File: src/rtl/rv_imm_pkg.sv
// Shared RV32 immediate-format constants, error codes and a range helper.
// The decode-stage extractor uses the same type-bit indices.
package rv_imm_pkg;

  localparam int unsigned IMM_J = 0;
  localparam int unsigned IMM_U = 1;
  localparam int unsigned IMM_B = 2;
  localparam int unsigned IMM_S = 3;
  localparam int unsigned IMM_I = 4;

  localparam logic [4:0] SEL_I = 5'b1 << IMM_I;
  localparam logic [4:0] SEL_S = 5'b1 << IMM_S;
  localparam logic [4:0] SEL_B = 5'b1 << IMM_B;
  localparam logic [4:0] SEL_U = 5'b1 << IMM_U;
  localparam logic [4:0] SEL_J = 5'b1 << IMM_J;

  typedef logic [1:0] imm_err_t;

  localparam imm_err_t IMM_OK    = 2'd0;
  localparam imm_err_t IMM_RANGE = 2'd1;
  localparam imm_err_t IMM_ALIGN = 2'd2;
  localparam imm_err_t IMM_TYPE  = 2'd3;

  // True when v equals the sign-extension of v[msb:0], i.e. bits msb..31 all agree.
  function automatic logic fits_signed(input logic [31:0] v, input int unsigned msb);
    logic [31:0] upper;
    upper = 32'hFFFF_FFFF << msb;
    return ((v & upper) == upper) || ((v & upper) == 32'h0);
  endfunction

endpackage

File: src/rtl/imm_encoder_if.sv
// Request/response handshake bundle of the immediate encoder.
interface imm_encoder_if import rv_imm_pkg::*; #(
  parameter int unsigned XLEN = 32
) ();

  logic            in_valid;
  logic            in_ready;
  logic [XLEN-1:0] in_template;
  logic [XLEN-1:0] in_imm;
  logic [4:0]      in_type;
  logic            out_valid;
  logic            out_ready;
  logic [XLEN-1:0] out_instr;
  imm_err_t        out_err;

  modport master (
    output in_valid, in_template, in_imm, in_type, out_ready,
    input  in_ready, out_valid, out_instr, out_err
  );

  modport slave (
    input  in_valid, in_template, in_imm, in_type, out_ready,
    output in_ready, out_valid, out_instr, out_err
  );

endinterface

File: src/rtl/imm_pack.sv
// Combinational RV32 immediate scatter and range/alignment check.
module imm_pack import rv_imm_pkg::*; (
  input  logic [31:0] template,
  input  logic [31:0] imm,
  input  logic [4:0]  imm_type,
  output logic [31:0] instr,
  output imm_err_t    err
);

  always_comb begin
    instr = template;
    err   = IMM_OK;
    unique case (imm_type)
      SEL_I: begin
        instr[31:20] = imm[11:0];
        if (!fits_signed(imm, 11)) err = IMM_RANGE;
      end
      SEL_S: begin
        instr[31:25] = imm[11:5];
        instr[11:7]  = imm[4:0];
        if (!fits_signed(imm, 11)) err = IMM_RANGE;
      end
      SEL_B: begin
        instr[31]    = imm[12];
        instr[30:25] = imm[10:5];
        instr[11:8]  = imm[4:1];
        instr[7]     = imm[11];
        if (imm[0])                  err = IMM_ALIGN;
        else if (!fits_signed(imm, 12)) err = IMM_RANGE;
      end
      SEL_U: begin
        instr[31:12] = imm[31:12];
        if (imm[11:0] != 12'h0) err = IMM_RANGE;
      end
      SEL_J: begin
        instr[31]    = imm[20];
        instr[30:21] = imm[10:1];
        instr[20]    = imm[11];
        instr[19:12] = imm[19:12];
        if (imm[0])                  err = IMM_ALIGN;
        else if (!fits_signed(imm, 20)) err = IMM_RANGE;
      end
      default: err = IMM_TYPE;
    endcase
  end

endmodule

File: src/rtl/imm_encoder.sv
// Streaming immediate encoder: 1-cycle output register, one skid entry and
// saturating OK/error transfer counters.
module imm_encoder import rv_imm_pkg::*; #(
  parameter int unsigned XLEN  = 32,
  parameter int unsigned CNT_W = 16
) (
  input  logic             clk,
  input  logic             rst,
  imm_encoder_if.slave     bus,
  output logic [CNT_W-1:0] cnt_ok,
  output logic [CNT_W-1:0] cnt_err
);

  logic [XLEN-1:0]  pack_instr;
  imm_err_t         pack_err;

  logic             out_valid_q, out_valid_d;
  logic [XLEN-1:0]  out_instr_q, out_instr_d;
  imm_err_t         out_err_q, out_err_d;
  logic             skid_valid_q, skid_valid_d;
  logic [XLEN-1:0]  skid_instr_q, skid_instr_d;
  imm_err_t         skid_err_q, skid_err_d;
  logic [CNT_W-1:0] cnt_ok_q, cnt_ok_d;
  logic [CNT_W-1:0] cnt_err_q, cnt_err_d;

  logic accept, xfer, out_free;

  imm_pack u_pack (
    .template (bus.in_template),
    .imm      (bus.in_imm),
    .imm_type (bus.in_type),
    .instr    (pack_instr),
    .err      (pack_err)
  );

  // Ready depends only on the skid register, never on out_ready.
  assign bus.in_ready = !skid_valid_q && !rst;
  assign accept       = bus.in_valid && bus.in_ready;
  assign xfer         = out_valid_q && bus.out_ready;
  assign out_free     = !out_valid_q || xfer;

  always_comb begin
    out_valid_d  = out_valid_q;
    out_instr_d  = out_instr_q;
    out_err_d    = out_err_q;
    skid_valid_d = skid_valid_q;
    skid_instr_d = skid_instr_q;
    skid_err_d   = skid_err_q;
    if (out_free) begin
      if (skid_valid_q) begin
        out_valid_d  = 1'b1;
        out_instr_d  = skid_instr_q;
        out_err_d    = skid_err_q;
        skid_valid_d = 1'b0;
      end else begin
        out_valid_d = accept;
        if (accept) begin
          out_instr_d = pack_instr;
          out_err_d   = pack_err;
        end
      end
    end else if (accept) begin
      skid_valid_d = 1'b1;
      skid_instr_d = pack_instr;
      skid_err_d   = pack_err;
    end
  end

  always_comb begin
    cnt_ok_d  = cnt_ok_q;
    cnt_err_d = cnt_err_q;
    if (xfer) begin
      if (out_err_q == IMM_OK) begin
        if (cnt_ok_q != '1) cnt_ok_d = cnt_ok_q + CNT_W'(1);
      end else begin
        if (cnt_err_q != '1) cnt_err_d = cnt_err_q + CNT_W'(1);
      end
    end
  end

  always_ff @(posedge clk) begin
    if (rst) begin
      out_valid_q  <= 1'b0;
      out_instr_q  <= '0;
      out_err_q    <= IMM_OK;
      skid_valid_q <= 1'b0;
      skid_instr_q <= '0;
      skid_err_q   <= IMM_OK;
      cnt_ok_q     <= '0;
      cnt_err_q    <= '0;
    end else begin
      out_valid_q  <= out_valid_d;
      out_instr_q  <= out_instr_d;
      out_err_q    <= out_err_d;
      skid_valid_q <= skid_valid_d;
      skid_instr_q <= skid_instr_d;
      skid_err_q   <= skid_err_d;
      cnt_ok_q     <= cnt_ok_d;
      cnt_err_q    <= cnt_err_d;
    end
  end

  assign bus.out_valid = out_valid_q;
  assign bus.out_instr = out_instr_q;
  assign bus.out_err   = out_err_q;
  assign cnt_ok        = cnt_ok_q;
  assign cnt_err       = cnt_err_q;

endmodule
File: src/flat_wrapper.sv
// flat-port wrapper written by rule: the top's interface ports become plain ports
module imm_encoder_flat import rv_imm_pkg::*;
#(
  parameter int unsigned XLEN  = 32,
  parameter int unsigned CNT_W = 16
)
  (clk, rst, cnt_ok, cnt_err, bus_in_valid, bus_in_template, bus_in_imm, bus_in_type, bus_out_ready, bus_in_ready, bus_out_valid, bus_out_instr, bus_out_err);
  imm_encoder_if #(.XLEN(XLEN)) bus_i ();
  input  logic clk;
  input  logic rst;
  output logic [CNT_W-1:0] cnt_ok;
  output logic [CNT_W-1:0] cnt_err;
  input wire logic [$bits(bus_i.in_valid)-1:0] bus_in_valid;
  input wire logic [$bits(bus_i.in_template)-1:0] bus_in_template;
  input wire logic [$bits(bus_i.in_imm)-1:0] bus_in_imm;
  input wire logic [$bits(bus_i.in_type)-1:0] bus_in_type;
  input wire logic [$bits(bus_i.out_ready)-1:0] bus_out_ready;
  output wire logic [$bits(bus_i.in_ready)-1:0] bus_in_ready;
  output wire logic [$bits(bus_i.out_valid)-1:0] bus_out_valid;
  output wire logic [$bits(bus_i.out_instr)-1:0] bus_out_instr;
  output wire logic [$bits(bus_i.out_err)-1:0] bus_out_err;
  assign bus_i.in_valid = bus_in_valid;
  assign bus_i.in_template = bus_in_template;
  assign bus_i.in_imm = bus_in_imm;
  assign bus_i.in_type = bus_in_type;
  assign bus_i.out_ready = bus_out_ready;
  assign bus_in_ready = bus_i.in_ready;
  assign bus_out_valid = bus_i.out_valid;
  assign bus_out_instr = bus_i.out_instr;
  assign bus_out_err = bus_i.out_err;
  imm_encoder #(.XLEN(XLEN), .CNT_W(CNT_W)) u_core (.clk(clk), .rst(rst), .bus(bus_i), .cnt_ok(cnt_ok), .cnt_err(cnt_err));
endmodule
File: config.mk
export PLATFORM = sky130hd
export DESIGN_NAME = imm_encoder_flat
export DESIGN_NICKNAME = d
export VERILOG_FILES = /design/src/rtl/rv_imm_pkg.sv /design/src/rtl/imm_encoder_if.sv /design/src/rtl/imm_pack.sv /design/src/rtl/imm_encoder.sv /design/src/flat_wrapper.sv
export SDC_FILE = /design/constraint.sdc
export NUM_CORES = 1
export LEC_CHECK = 0
export CORE_UTILIZATION = 40
export CTS_BUF_LIST = sky130_fd_sc_hd__clkbuf_8
export DETAILED_ROUTE_END_ITERATION = 7
export GPL_TIMING_DRIVEN = 0
export PLACE_DENSITY = 0.71
export SLEW_MARGIN = 20
export SYNTH_ARGS = -nofsm -noshare
export SYNTH_HDL_FRONTEND = slang
export SYNTH_HIERARCHICAL = 1
export SYNTH_SLANG_ARGS = --single-unit
File: constraint.sdc
create_clock -name clk -period 1.76 [get_ports clk]
set_input_delay 0.264 -clock clk [delete_from_list [all_inputs] [get_ports clk]]
set_output_delay 0.264 -clock clk [all_outputs]
set_load 0.02 [all_outputs]
## Word-level counts from Yosys, hierarchy flattened

Cells that the tools add are included.

| storage, ports and cells | value |
|---|---|
| bits in registers | 102 |
| bits of input ports | 73 |
| output and inout port bits | 68 |

| operators by class | value |
|---|---|
| add/subtract/negate cells | 2 |
| equality and inequality tests | 10 |
| mux-type cells | 16 |
| bitwise logic cells | 2 |
| reductions and logical operators | 23 |

Operator list:

| operator | number |
|---|---|
| zero test 32 bit | 3 |
| two-way mux 32 bit | 2 |
| adder 16 x 1 -> 16 bit, second input constant | 2 |
| inequality test 16 bit, second input constant | 2 |
| one-hot mux 7 bit (4 select lines) | 1 |
| equality test 21 bit, second input constant | 1 |
| equality test 20 bit, second input constant | 1 |
| one-hot mux 5 bit (3 select lines) | 1 |
| equality test 12 bit, second input constant | 1 |
| nonzero test 12 bit | 1 |
| one-hot mux 5 bit (2 select lines) | 1 |
| two-way mux 2 bit | 4 |
| two-way mux 8 bit | 1 |
| one-hot mux 2 bit (4 select lines) | 1 |
| AND reduction 3 bit | 2 |
| OR reduction 2 bit | 3 |
| equality test 5 x 1 -> 1 bit, second input constant | 1 |
| equality test 5 x 2 -> 1 bit, second input constant | 1 |
| equality test 5 x 3 -> 1 bit, second input constant | 1 |
| equality test 5 x 4 -> 1 bit, second input constant | 1 |
| equality test 5 bit, second input constant | 1 |
| two-way mux 1 bit | 5 |
| logical OR 1 bit | 4 |
| AND reduction 2 bit | 2 |
| other kinds (5) | 10 |

## Depth between registers and ports, before layout

Gate-level depths: netlist of the first run.

| depth | value |
|---|---|
| word-level depth | 7 |
| gate-level depth with buffers | 9 |

## By module

The synthesis of the first run kept the hierarchy.

Modules (own cells, without submodules):

| module | times used | cells each | area an instance (um^2) | sequential area each (um^2) |
|---|---|---|---|---|
| imm_encoder | 1 | 508 | 4355.4 | 2042.0 |
| imm_pack | 1 | 120 | 889.6 | 0.0 |

## Worst setup path before layout of the first run

OpenSTA, ideal clock, no wires.

| path | value |
|---|---|
| kind | reg2reg |
| start point | register u_core.cnt_ok_q[0] (netlist: u_core/cnt_ok[0]) |
| end point | register u_core.cnt_ok_q[5] (netlist: u_core/cnt_ok[5]) |
| setup time | 0.132 ns |
| data arrival time | 1.831 ns |
| slack | -0.203 ns |
| cell stages (with the launch flop) | 7 |
| buffers on the path | 1 |
| cells stage by stage | dfxtp_1 ha_1 nand4_1 nor4_1 buf_2 or3_1 a21oi_1 |

| on the way | value |
|---|---|
| cells in the longest elaborated chain, start to end | 2 |
| elaborated cells on any way between the ends | 3 |
| those cells by class | 1 x add/sub; 1 x eq/ne; 1 x reduce/logical |

RTL lines:

| item | RTL line | source |
|---|---|---|
| start: declaration | imm_encoder.sv:23 | `logic [CNT_W-1:0] cnt_ok_q, cnt_ok_d;` |
| start signal: assignment | imm_encoder.sv:98 | `cnt_ok_q <= cnt_ok_d;` |
| branches (longest 2 deep; another with adder 16 x 1 -> 16 bit) | - |  |

Parallel ways; which one is timed is not known.
A chain may end at the register's enable or synchronous reset.

## Worst setup path after layout of the first run

| path | value |
|---|---|
| start point | register u_core.out_err_q[1] (netlist: u_core/bus.out_err[1]) |
| end point | register u_core.cnt_ok_q[15] (netlist: u_core/cnt_ok[15]) |

| on the way | value |
|---|---|
| cells in the longest elaborated chain, start to end | 2 |

RTL lines:

| item | RTL line | source |
|---|---|---|
| start: declaration | imm_encoder.sv:19 | `imm_err_t out_err_q, out_err_d;` |
| start signal: assignment | imm_encoder.sv:94 | `out_err_q <= out_err_d;` |
| zero test 2 bit | imm_encoder.sv:73 | `if (out_err_q == IMM_OK) begin` |
| AND reduction 3 bit (no source line) | - |  |

Every way passes these cells.

==> results list, run 1 <==
* Via-to-Cell Ratio: 5.68
- Dividing the detail-routed wire length by the instance count gives 17.0 um.
- Global router's overall resource usage: 24.5%
- Of all nets on the critical path, the largest fanout is 10.
- Wires add up to 16.4 mm.
* Routability-driven placement congestion ratio: 0.897
- TritonCTS built the clock tree.
- Die area: 13600 sq um
- Maximum cell stage delay along the critical path: 480 ps
- Clock latency on the worst-skew pair, taken at its later pin, is 370 ps.
- Post-synthesis to final-layout area growth: 41.3%
* Number of pins with negative max-slew slack in the final report: 0
- After clock tree synthesis, the clock-pin slew on the worst setup and hold paths is 100 ps.
- During I/O placement, the number of pins put on the boundary was 141.
* Max-cap violations: 0
* WS Path Type: reg -> reg
* Synthesized area per cell: 8.35 sq um
- Headroom to the max-slew limit: 59.6%
- Measured along the y axis, the die boundary spans 117 um.
- Standard cell with the maximum stage delay on the critical path: sky130_fd_sc_hd__or4b_1
* Violations in the final reports: negative setup slack
* Layout Nets: 864
- In this run the clock root is driven by a sky130_fd_sc_hd__clkbuf_8.
- The via count of the first global-routing pass is 5292.
- Classification of the worst-slack hold path: in -> reg
* Ys async rst share: 0%
- The signal on the critical path passes through and4bb_2 > nand4_1 > clkbuf_8 > or4b_1 > a21oi_1.
- Yosys Warn Count: 6
* Number of standard-cell rows in the floorplan: 41
- The mapped netlist covers 5250 sq um.
- Number of instances in the synthesized netlist: 628
- Post-detailed-route DRC marker count: 0
* Most common library cell in the layout ignoring fill and taps: sky130_fd_sc_hd__clkdlybuf4s50_1
- Via total after detailed routing: 5488
- Measured in cells, the most critical reg-to-reg path has a length of 5.
* Mapped Nets: 703
* Clk buf depth: 2
- Starting utilization of the core area: 41.2%
- CTS Buf Count: 9
- Summed over all nets, the half-perimeter wirelength after detailed placement is 12.3 mm.
- Data arrives at the worst endpoint at 2070 ps.
- Main flop type after synthesis: sky130_fd_sc_hd__dfxtp_1
* Pre-CTS setup slack: -895 ps
* Largest net degree at the start of global routing: 19
- After global routing the overflow that remains totals 0.
- The first detailed-routing pass took 5 iterations.
- The post-route netlist has 18.6% of its cells at a drive strength greater than 1.
* Clk sinks: 102
- Summed over all cells, the static leakage comes to 2.74 nW.
- Across the routed clock network, the largest skew measured is 8.80 ps.
* Area of the placeable core: 12700 sq um
- Once routing completed, OpenROAD measured the worst setup slack at -14.1 ps.
* Status: finished, violations left
- The smallest clock period supported by the final layout is computed as 1770 ps.
* Final Instance Count excl. Fillers: 966
- Cell variety after synth: 64
- The share of the Yosys chip area taken by registers is 38.9%.
* Critical Path Sink Type: register
- The die is 117 um wide.
* Required time of the worst setup path: 2050 ps
* Slew of the pin with the lowest slew margin: 606 ps
- Number of fillers in the final layout: 1158
- Summed over all failing endpoints, the final setup total negative slack is -15.7 ps.
* Final hold violations: 0
- The worst setup path is launched from a register.
- Number of synthesized flops with an enable pin: 0
* Post-route clock period utilization: 101%
* Number of cells traversed by the worst hold path: 3
* Setup repair after global routing missed its margin: true
- Power spread over the standard cell area amounts to 638 nW/um^2.
- In this run the remaining antenna-violating nets after routing total 0.
* Number of I/O port buffers: 131
- The initial antenna violation count was 0.
- The number of placed instances, taps included, is 931.
- FF+latch count, synth: 102
- The first global-routing pass estimated 25.7 mm of wire.
* Number of levels in the clock H-tree: 3
- The worst-case IR drop observed on VDD is 0.000375 V.
- The detailed router finished its first iteration with 385 violations.
- Setup violations remaining at the end of the flow were counted as 2.
* Most frequent cells in the layout: sky130_fd_sc_hd__clkdlybuf4s50_1 (102), sky130_fd_sc_hd__nand2_1 (91), sky130_fd_sc_hd__dfxtp_1 (86), sky130_fd_sc_hd__a21oi_1 (59), sky130_fd_sc_hd__nor2_1 (47)
* Max Fclk: 0.564 GHz
* Number of antenna diodes: 0
==> state kept, by name, indices dropped and copies added, names as in the netlist <==
register	cells
u_core/bus.out_valid	1
u_core/cnt_err	16
u_core/bus.out_instr	32
u_core/skid_instr_q	32
u_core/cnt_ok	16
u_core/skid_valid_q	1
u_core/skid_err_q	2
u_core/bus.out_err	2
==> report_power, final <==
group          switching (mW)  internal, mW  leakage (nW)
Clock                   0.850         0.526        0.0985
Sequential             0.0585          2.37         0.840
Combinational           0.486         0.437          1.80
==> final timing paths <==
kind	from	to	slack, ps
setup / recovery	u_core/bus.out_err[1]	u_core/cnt_ok[15]	-10
hold / removal	bus_in_template[2]	u_core/skid_instr_q[2]	140
setup reg to reg	u_core/bus.out_err[1]	u_core/cnt_ok[15]	-10
hold reg to reg	u_core/skid_instr_q[9]	u_core/skid_instr_q[9]	460
==> logic make-up after synthesis <==
logic type	count (synthesis)	share of synthesized area (%)
flops	102	38.9
fa+ha+maj	2	0.477
buf+inv	57	5.18
xor+xnor	5	0.835
simple gates	246	23.9
compound gates	169	21.4
mux	47	9.28
==> metal layers <==
layer | GRT usage (%) | up-vias | share of wire (%)
li1 | - | 2648 | -
met1 | 29.8 | 2580 | 42
met2 | 42.9 | 240 | 49
met3 | 5.14 | 20 | 7.5
met4 | 7.95 | 0 | 1.7
met5 | 0 | - | 0
==> final cells by class <==
class / instances / area [sq um] / area share, %
Tap cell: 172 / 215 / 2.90
Clock buffer: 9 / 124 / 1.67
Clock inverter: 7 / 50.0 / 0.675
Sequential cell: 102 / 2090 / 28.2
Inverter: 10 / 37.5 / 0.506
Timing Repair Buffer: 152 / 1490 / 20.1
Buffer: 45 / 275 / 3.71
Multi-Input combinational cell: 469 / 3130 / 42.3
==> synth_stat cells, types with 3 or more instances <==
master / n / area (sq um)
sky130_fd_sc_hd__nand3_1: 15 / 75.1
sky130_fd_sc_hd__nand4_1: 16 / 100
sky130_fd_sc_hd__and3_1: 5 / 31.3
sky130_fd_sc_hd__nor3_1: 8 / 40.0
sky130_fd_sc_hd__o21ai_0: 15 / 75.1
sky130_fd_sc_hd__a211oi_1: 37 / 278
sky130_fd_sc_hd__a21o_1: 7 / 52.6
sky130_fd_sc_hd__and4_1: 4 / 35.0
sky130_fd_sc_hd__xor2_1: 3 / 26.3
sky130_fd_sc_hd__mux2i_1: 34 / 340
sky130_fd_sc_hd__nor2b_1: 5 / 31.3
sky130_fd_sc_hd__o41ai_1: 5 / 43.8
sky130_fd_sc_hd__nor4_1: 14 / 87.6
sky130_fd_sc_hd__buf_1: 5 / 18.8
sky130_fd_sc_hd__or4_1: 10 / 75.1
sky130_fd_sc_hd__buf_2: 4 / 20.0
sky130_fd_sc_hd__or3_1: 10 / 62.6
sky130_fd_sc_hd__buf_4: 8 / 60.1
sky130_fd_sc_hd__clkbuf_1: 27 / 101
sky130_fd_sc_hd__mux2_2: 13 / 146
sky130_fd_sc_hd__a22o_1: 4 / 35.0
sky130_fd_sc_hd__dfxtp_1: 102 / 2040
sky130_fd_sc_hd__o2111ai_1: 3 / 26.3
sky130_fd_sc_hd__a31oi_1: 5 / 31.3
sky130_fd_sc_hd__inv_1: 9 / 33.8
sky130_fd_sc_hd__a21oi_1: 61 / 305
sky130_fd_sc_hd__buf_6: 3 / 33.8
sky130_fd_sc_hd__a22oi_1: 5 / 37.5
sky130_fd_sc_hd__nor2_1: 49 / 184
sky130_fd_sc_hd__nand2_1: 91 / 342
sky130_fd_sc_hd__o31ai_1: 9 / 67.6
==> stage by stage <==
stage          hold slack, ps  cell area, sq um  utilization [%]  power [mW]
6_report                  139              7410             58.3        4.73
5_1_grt                   126              7410             58.3        4.94
4_1_cts                   118              7180             56.5        4.75
3_5_place_dp              446              6810             53.5        3.37
3_3_place_gp              441              6810             53.5        3.35
2_1_floorplan             436              5280                -        2.93
==> worst max-delay path, delay by kind of cell (launching register included) <==
family | cells | cell delay (ps)
flops | 1 | 390
compound gates | 1 | 140
buf+inv | 1 | 210
simple gates | 3 | 960
==> repair_timing <==
item | 4_1_cts | 5_1_grt
hold buffers | 0 | 0
pin swaps | 22 | 22
buffers inserted | 11 | 10
endpoints found under the setup margin | 86 | 91
resized for setup | 53 | 71
No activity file was read; power rests on OpenSTA's default activity.
==> inputs of run 2 (changes only) <==
--- a/constraint.sdc
+++ b/constraint.sdc
@@ -3,2 +3,2 @@
 set_output_delay 0.264 -clock clk [all_outputs]
-set_load 0.02 [all_outputs]
+set_load 0.05 [all_outputs]
==> run 2 against run 1 <==
The run still ends with negative setup slack left. Via count down 0.82%. Global-route usage up 0.15 points. Maximum frequency up 0.33%. Clock skew up 0.86 ps. Register-to-register slack about the same. Final cell count up 0.10%. First-iteration DRC count down 6.2%. Routed wire length up 2.0%.
==> results list, run 2 (synthesis results as in run 1) <==
- The via count of the first global-routing pass is 5124 (-3.2%).
- The post-layout instance count excluding filler cells came to 967 (+0.10%).
- Leaving out fill and tap cells, the most frequent cell in the layout is sky130_fd_sc_hd__nand2_1.
- Via-to-Cell Ratio: 5.63 (-0.92%)
- Routability-driven placement congestion ratio: 0.940 (+4.8%)
- DP HPWL: 12.3 mm (+0.47%)
* Worst reg-to-reg setup slack: -8 ps (about the same)
* Met3 layer usage reported by global route: 4.20% (-0.93 points)
- The area of combinational cells with multiple inputs was 3180 sq um (+1.4%).
* Number of nets with antenna violations after routing: 0 (unchanged)
* Via total after detailed routing: 5443 (-0.82%)
- The final layout net count is 865 (+0.12%).
- The total negative setup slack is -8.38 ps (+7.34 ps).
- Antenna violations before repair: 0 (unchanged)
* Arrival time worst endpoint: 2080 ps (about the same)
- Post-synthesis to final-layout area growth: 42.5%
* Crit path capture: u_core/cnt_err[15]
- Setup violation total in the final timing report: 1 (-1)
- Initial DRC Count: 361 (-6.2%)
- Max Fclk: 0.565 GHz (+0.33%)
- The actual transition at the worst max-transition pin is 647 ps (+41.2 ps).
- Reg-to-Reg End: u_core/cnt_err[15]
- The worst-case clock skew was 9.66 ps (+0.864 ps).
- Depth of the worst register-to-register path: 4 (-1)
- Maximum fanout along the worst path: 6 (-4)
* Total global routing overflow: 0 (unchanged)
- The clock-pin slew on the worst setup and hold paths was 110 ps (about the same).
- The site row count came to 41 (unchanged).
- Clk buf depth: 2 (unchanged)
* Final core occ: 58.7% (+0.46 points)
* Share of cells above drive strength 1: 21.6% (+3.0 points)
- Storage cell area: 2130 sq um (+1.7%)
- The library cells used most frequently in the layout, excluding fill and tap cells, are sky130_fd_sc_hd__nand2_1 (91), sky130_fd_sc_hd__dlygate4sd2_1 (69), sky130_fd_sc_hd__dfxtp_1 (67), sky130_fd_sc_hd__a21oi_1 (56), sky130_fd_sc_hd__nor2_1 (48).
- Post-route clock period utilization: 100% (-0.33 points)
- Critical Path Sink Type: register
- Height of the die: 117 um (unchanged)
- Post-Route WL: 16.7 mm (+2.0%)
* Clock insertion delay at the later pin of the skew report: 380 ps (about the same)
* Final worst path period need: 1770 ps (-5.75 ps)
* Launch instance of the worst register-to-register path: u_core/cnt_err[5]
- Status: finished, violations left
- Number of pins with negative max-slew slack in the final report: 0 (unchanged)
- The H-tree depth came to 3 (unchanged).
- The I/O pin total came to 141 (unchanged).
- The maximum ir drop on the vdd rail is 0.000350 V (-6.7%).
- Met1 usage in global routing: 31.1% (+1.3 points)
- The tree is rooted in a sky130_fd_sc_hd__clkbuf_8.
- Violations in the final reports: negative setup slack
* Wire length per cell: 17.3 um (+1.9%)
- The power per cell area came to 678 nW/um^2 (+6.3%).
* Quantity of hold-fixing buffers added after cts: 0 (unchanged)
* Headroom to the max-slew limit: 56.9% (-2.7 points)
* Area of the placeable core: 12700 sq um (unchanged)
* Worst hold margin: 133 ps (-5.75 ps)
- The min-delay analysis places its worst path in the category in -> reg.
* Static leakage power: 2.89 nW (+5.4%)
- Final hold violations: 0 (unchanged)
- Pre-CTS setup slack: -864 ps (+31.2 ps)
* Kind of launch point of the worst setup path: register
- Max-cap violations: 0 (unchanged)
* Global-route wire length before repair: 25.9 mm (+0.43%)
- Die area: 13600 sq um (unchanged)
- The die extent in x is 117 um (unchanged).
- The critical path is of the reg -> reg type.
* Met2 usage: 42.2% (-0.67 points)
- The minimum setup slack in the final design came to -8.38 ps (+5.75 ps).
* Clk sinks: 102 (unchanged)
* Busiest layer in global routing: met2
* Clock tree from TritonCTS: yes
- Number of I/O port buffers: 131 (unchanged)
* Post-detailed-route DRC marker count: 0 (unchanged)
- Required time of the worst setup path: 2070 ps (+20 ps)
- Global router's overall resource usage: 24.6% (+0.15 points)
* CTS Buf Count: 9 (unchanged)
- Number of antenna diodes: 0 (unchanged)
- Setup repair after global routing could not meet its margin everywhere.
- The number of cells traversed by the worst hold path came to 3 (unchanged).
* 1st-pass router iterations: 5 (unchanged)
- The maximum number of pins on one net before global-route repair was 19 (unchanged).
- In this run the worst setup path begins at u_core/cnt_err[5].
- Number of fillers in the final layout: 1156 (-0.17%)
* Starting utilization of the core area: 41.2% (unchanged)
- DP Cell Count: 931 (unchanged)
run 2: cell count changes in the layout (fill, tap and decap cells not counted), sizes merged:
cell / previous run / this run
dlygate4sd2: 8 / 69
clkdlybuf4s50: 102 / 47
dlymetal6s2s: 15 / 11
inv: 15 / 13
buf: 41 / 40
bufinv: 0 / 1
clkdlybuf4s15: 0 / 1
run 2: worst min path at each step:
stage	start	end
6_report	bus_in_template[6]	u_core/skid_instr_q[6]
3_3_place_gp	u_core/skid_instr_q[1]	u_core/skid_instr_q[1]
2_1_floorplan	u_core/skid_err_q[0]	u_core/skid_err_q[0]
5_1_grt	bus_in_template[3]	u_core/skid_instr_q[3]
4_1_cts	bus_in_template[3]	u_core/skid_instr_q[3]
3_5_place_dp	u_core/skid_instr_q[23]	u_core/skid_instr_q[23]
run 2: worst max-delay path: stages, from the launching register on:
cell,delay (ps)
sky130_fd_sc_hd__dfxtp_4,380
sky130_fd_sc_hd__nand4_1,150
sky130_fd_sc_hd__or4_4,580
sky130_fd_sc_hd__or4_1,480
sky130_fd_sc_hd__a21oi_1,120
run 2: area by class of cell:
type	count	share of cell area, %
clock inverter	6	1.02
timing repair buffer	153	19.1
clock buffer	10	1.84
tap	172	2.88
inverter	10	0.502
buffer	45	3.68
sequential	102	28.4
multi-input combinational	469	42.5
run 2: where the power goes:
part | internal [mW] | switching, mW
combinational | 0.392 | 0.642
clock | 0.723 | 0.892
sequential | 2.37 | 0.0527
run 2: what timing repair did:
action | 4_1_cts | 5_1_grt
cloned | 0 | 1
pin swaps | 14 | 29
endpoints found under the setup margin | 149 | 87
resized for setup | 100 | 65
endpoints found under the hold margin | 0 | 0
buffers inserted | 10 | 12
run 2: stage by stage:
stage / area, sq um / total power [mW]
after detailed placement: 6890 / 3.51
final: 7470 / 5.07
after CTS: 7210 / 5.08
after floorplan: 5370 / 3.07
after global routing: 7470 / 5.26
after global placement: 6890 / 3.50
run 2: routing by layer:
layer / vias up / wire length, um
met5: - / 0
met4: 0 / 317
met3: 20 / 1030
met2: 204 / 8010
met1: 2578 / 7390
li1: 2641 / -
==> inputs of run 3 (changes only) <==
CTS_CLUSTER_SIZE = 8   (was unset)
PLACE_DENSITY = 0.68   (was 0.71)
SKIP_CTS_REPAIR_TIMING = 1   (was unset)
==> run 3 against run 2 <==
The run still ends with negative setup slack left. Via count grew 2.0%. First-iteration DRC count grew 24%. Register-to-register slack lost 40 ps. Non-clock buffer count grew 2. Die area is the same. Worst setup slack lost 41 ps. Routed wire length grew 2.1%. Clock-buffer cell count is the same. Design area grew 3.5%. Utilization grew 2.1 points. Clock power shrank 3%. Sequential share of layout area shrank 0.96 points. Critical endpoint is now u_core/cnt_ok[15]. Largest power group unchanged. Highest routed layer unchanged.
==> results list, run 3 (synthesis results as in run 1) <==
- The final antenna-violating net count came to 0 (unchanged).
- The number of clock sinks is 102 (unchanged).
- The total negative setup slack was -137 ps (-129 ps).
- The maximum ir drop on the vdd rail was 0.000369 V (+5.3%).
- Final standard cell area without fillers: 7730 sq um (+3.5%)
- Reg clk slew, reported paths: 100 ps (about the same)
- The worst-case clock skew came to 11.9 ps (+2.23 ps).
- STA classifies the critical path startpoint as a register.
* Via total after detailed routing: 5550 (+2.0%)
* Number of standard-cell rows in the floorplan: 41 (unchanged)
* Wire length per cell: 17.6 um (+1.9%)
- Violations in the final reports: negative setup slack
- TritonCTS built the clock tree.
- CTS Buf Count: 9 (unchanged)
- The number of hold-slack violations in the final timing report was 0 (unchanged).
* Maximum cell stage delay along the critical path: 480 ps (-100 ps)
- The H-tree depth came to 3 (unchanged).
* Max-cap violations: 0 (unchanged)
- The critical path data required time came to 2060 ps (about the same).
- Antenna violations before repair: 0 (unchanged)
* Initial DRC Count: 447 (+24%)
* Final worst path period need: 1810 ps (+41.4 ps)
- Layout Nets: 867 (+0.23%)
* Total global routing overflow: 0 (unchanged)
- Clock insertion delay at the later pin of the skew report: 380 ps (about the same)
- Post-route clock period utilization: 103% (+2.4 points)
- Cell family with most CP delay: simple AND/OR/NAND/NOR gates
* Standard cell with the maximum stage delay on the critical path: sky130_fd_sc_hd__or4b_4
* Post-detailed-placement cell area: 6890 sq um (unchanged)
- The detailed-route wire length was 17.1 mm (+2.1%).
- Compared with the post-synthesis result, the final layout area differs by 47.4%.
* Slew of the pin with the lowest slew margin: 624 ps (-23.3 ps)
- 1st-pass router iterations: 6 (+1)
* Maximum fanout along the worst path: 5 (-1)
* Starting utilization of the core area: 41.2% (unchanged)
* Clk buf depth: 2 (unchanged)
* WS Path Type: reg -> reg
- The total global routing track utilization came to 24.0% (-0.64 points).
* Status: finished, violations left
- The number of port buffers came to 131 (unchanged).
* Via-to-Cell Ratio: 5.73 (+1.8%)
* Headroom to the max-slew limit: 58.4% (+1.6 points)
- STA classifies the critical path endpoint as a register.
- The I/O pin total is 141 (unchanged).
- The number of antenna diodes was 0 (unchanged).
- The data arrival time of the critical path came to 2110 ps (+30 ps).
* Worst hold margin: 139 ps (+5.66 ps)
- Share of cells above drive strength 1: 21.2% (-0.43 points)
- The standby leakage power is 3.80 nW (+31%).
- Final Instance Count excl. Fillers: 969 (+0.21%)
- Post-layout worst setup margin: -49.8 ps (-41.4 ps)
- Power, Total: 5.07 mW (about the same)
* Worst-path cell chain: and4bb_2 > nand4_1 > buf_6 > or4b_4 > a21oi_2
- Leaving out fill and tap cells, the most frequent cell in the layout is sky130_fd_sc_hd__nand2_1.
- The die extent in x was 117 um (unchanged).
- The minimum setup slack among reg-to-reg paths is -50 ps (-40 ps).
* Post-detailed-route DRC marker count: 0 (unchanged)
- Setup violation total in the final timing report: 5 (+4)
- The power per cell area was 656 nW/um^2 (-3.3%).
- The maximum clock rate was 0.553 GHz (-2.3%).
* Area of the placeable core: 12700 sq um (unchanged)
* Die area: 13600 sq um (unchanged)
* Most frequent cells in the layout: sky130_fd_sc_hd__nand2_1 (91), sky130_fd_sc_hd__dlymetal6s2s_1 (83), sky130_fd_sc_hd__dfxtp_1 (67), sky130_fd_sc_hd__a21oi_1 (57)
- The final weighted congestion in routability-driven placement was 0.893 (-5.1%).
* Number of global-route vias before repair: 5092 (-0.62%)
- Classification of the worst-slack hold path: in -> reg
- Height of the die: 117 um (unchanged)
- The maximum number of pins on one net before global-route repair is 18 (-1).
* Count of buffering cells on the critical path with inverters included: 1 (+1)
* DP HPWL: 12.3 mm (-0.15%)
- The number of pins with negative max-slew slack in the final report came to 0 (unchanged).
- DP Cell Count: 931 (unchanged)
- CTS placed an instance of sky130_fd_sc_hd__clkbuf_8 at the clock tree root.
* Global-route wire length before repair: 25.2 mm (-2.6%)
- Setup repair after global routing could not meet its margin everywhere.
[run 3: path summary, 6_finish.rpt]
| check | cells after the start | from | end |
|---|---|---|---|
| worst max-delay path | 5 | u_core/bus.out_err[1] | u_core/cnt_ok[15] |
| worst min-delay path | 3 | bus_in_template[5] | u_core/skid_instr_q[5] |
| worst max register to register | 5 | u_core/bus.out_err[1] | u_core/cnt_ok[15] |
| worst min register to register | 2 | u_core/skid_instr_q[29] | u_core/skid_instr_q[29] |
[run 3: power by group]
group | switching (mW) | internal, mW
Combinational | 0.645 | 0.436
Sequential | 0.0570 | 2.37
Clock | 0.858 | 0.710
[run 3: metrics by stage]
step                setup WS (ps)  utilization [%]
floorplan                    2.03                -
global placement             -833             54.2
detailed placement           -894             54.2
CTS                          -560             55.8
global route                 -137             60.8
finish                      -49.8             60.8
[run 3: worst reg2reg max path: cells and delay by family (launching register included)]
family / cells / cell delay [ps]
buffers and inverters: 1 / 200
AO/OA/AOI/OAI: 1 / 130
flip-flops: 1 / 380
AND/OR/NAND/NOR: 3 / 1010
[run 3: routing by layer]
metal  routed length (um)  share of wire [%]  GRT usage [%]
met4                  254                1.5           7.35
met1                 7360                 43           30.1
met2                 8340                 49           41.2
met3                 1140                6.7           5.03
met5                    0                  0              0
[run 3: layout make-up]
cell class / instances / area (sq um)
multi-input combinational: 469 / 3170
clock inverter: 6 / 70.1
clock buffer: 10 / 138
inverter: 10 / 37.5
fill: 1145 / 4990
tap: 172 / 215
buffer: 45 / 268
sequential: 102 / 2130
timing repair buffer: 155 / 1710
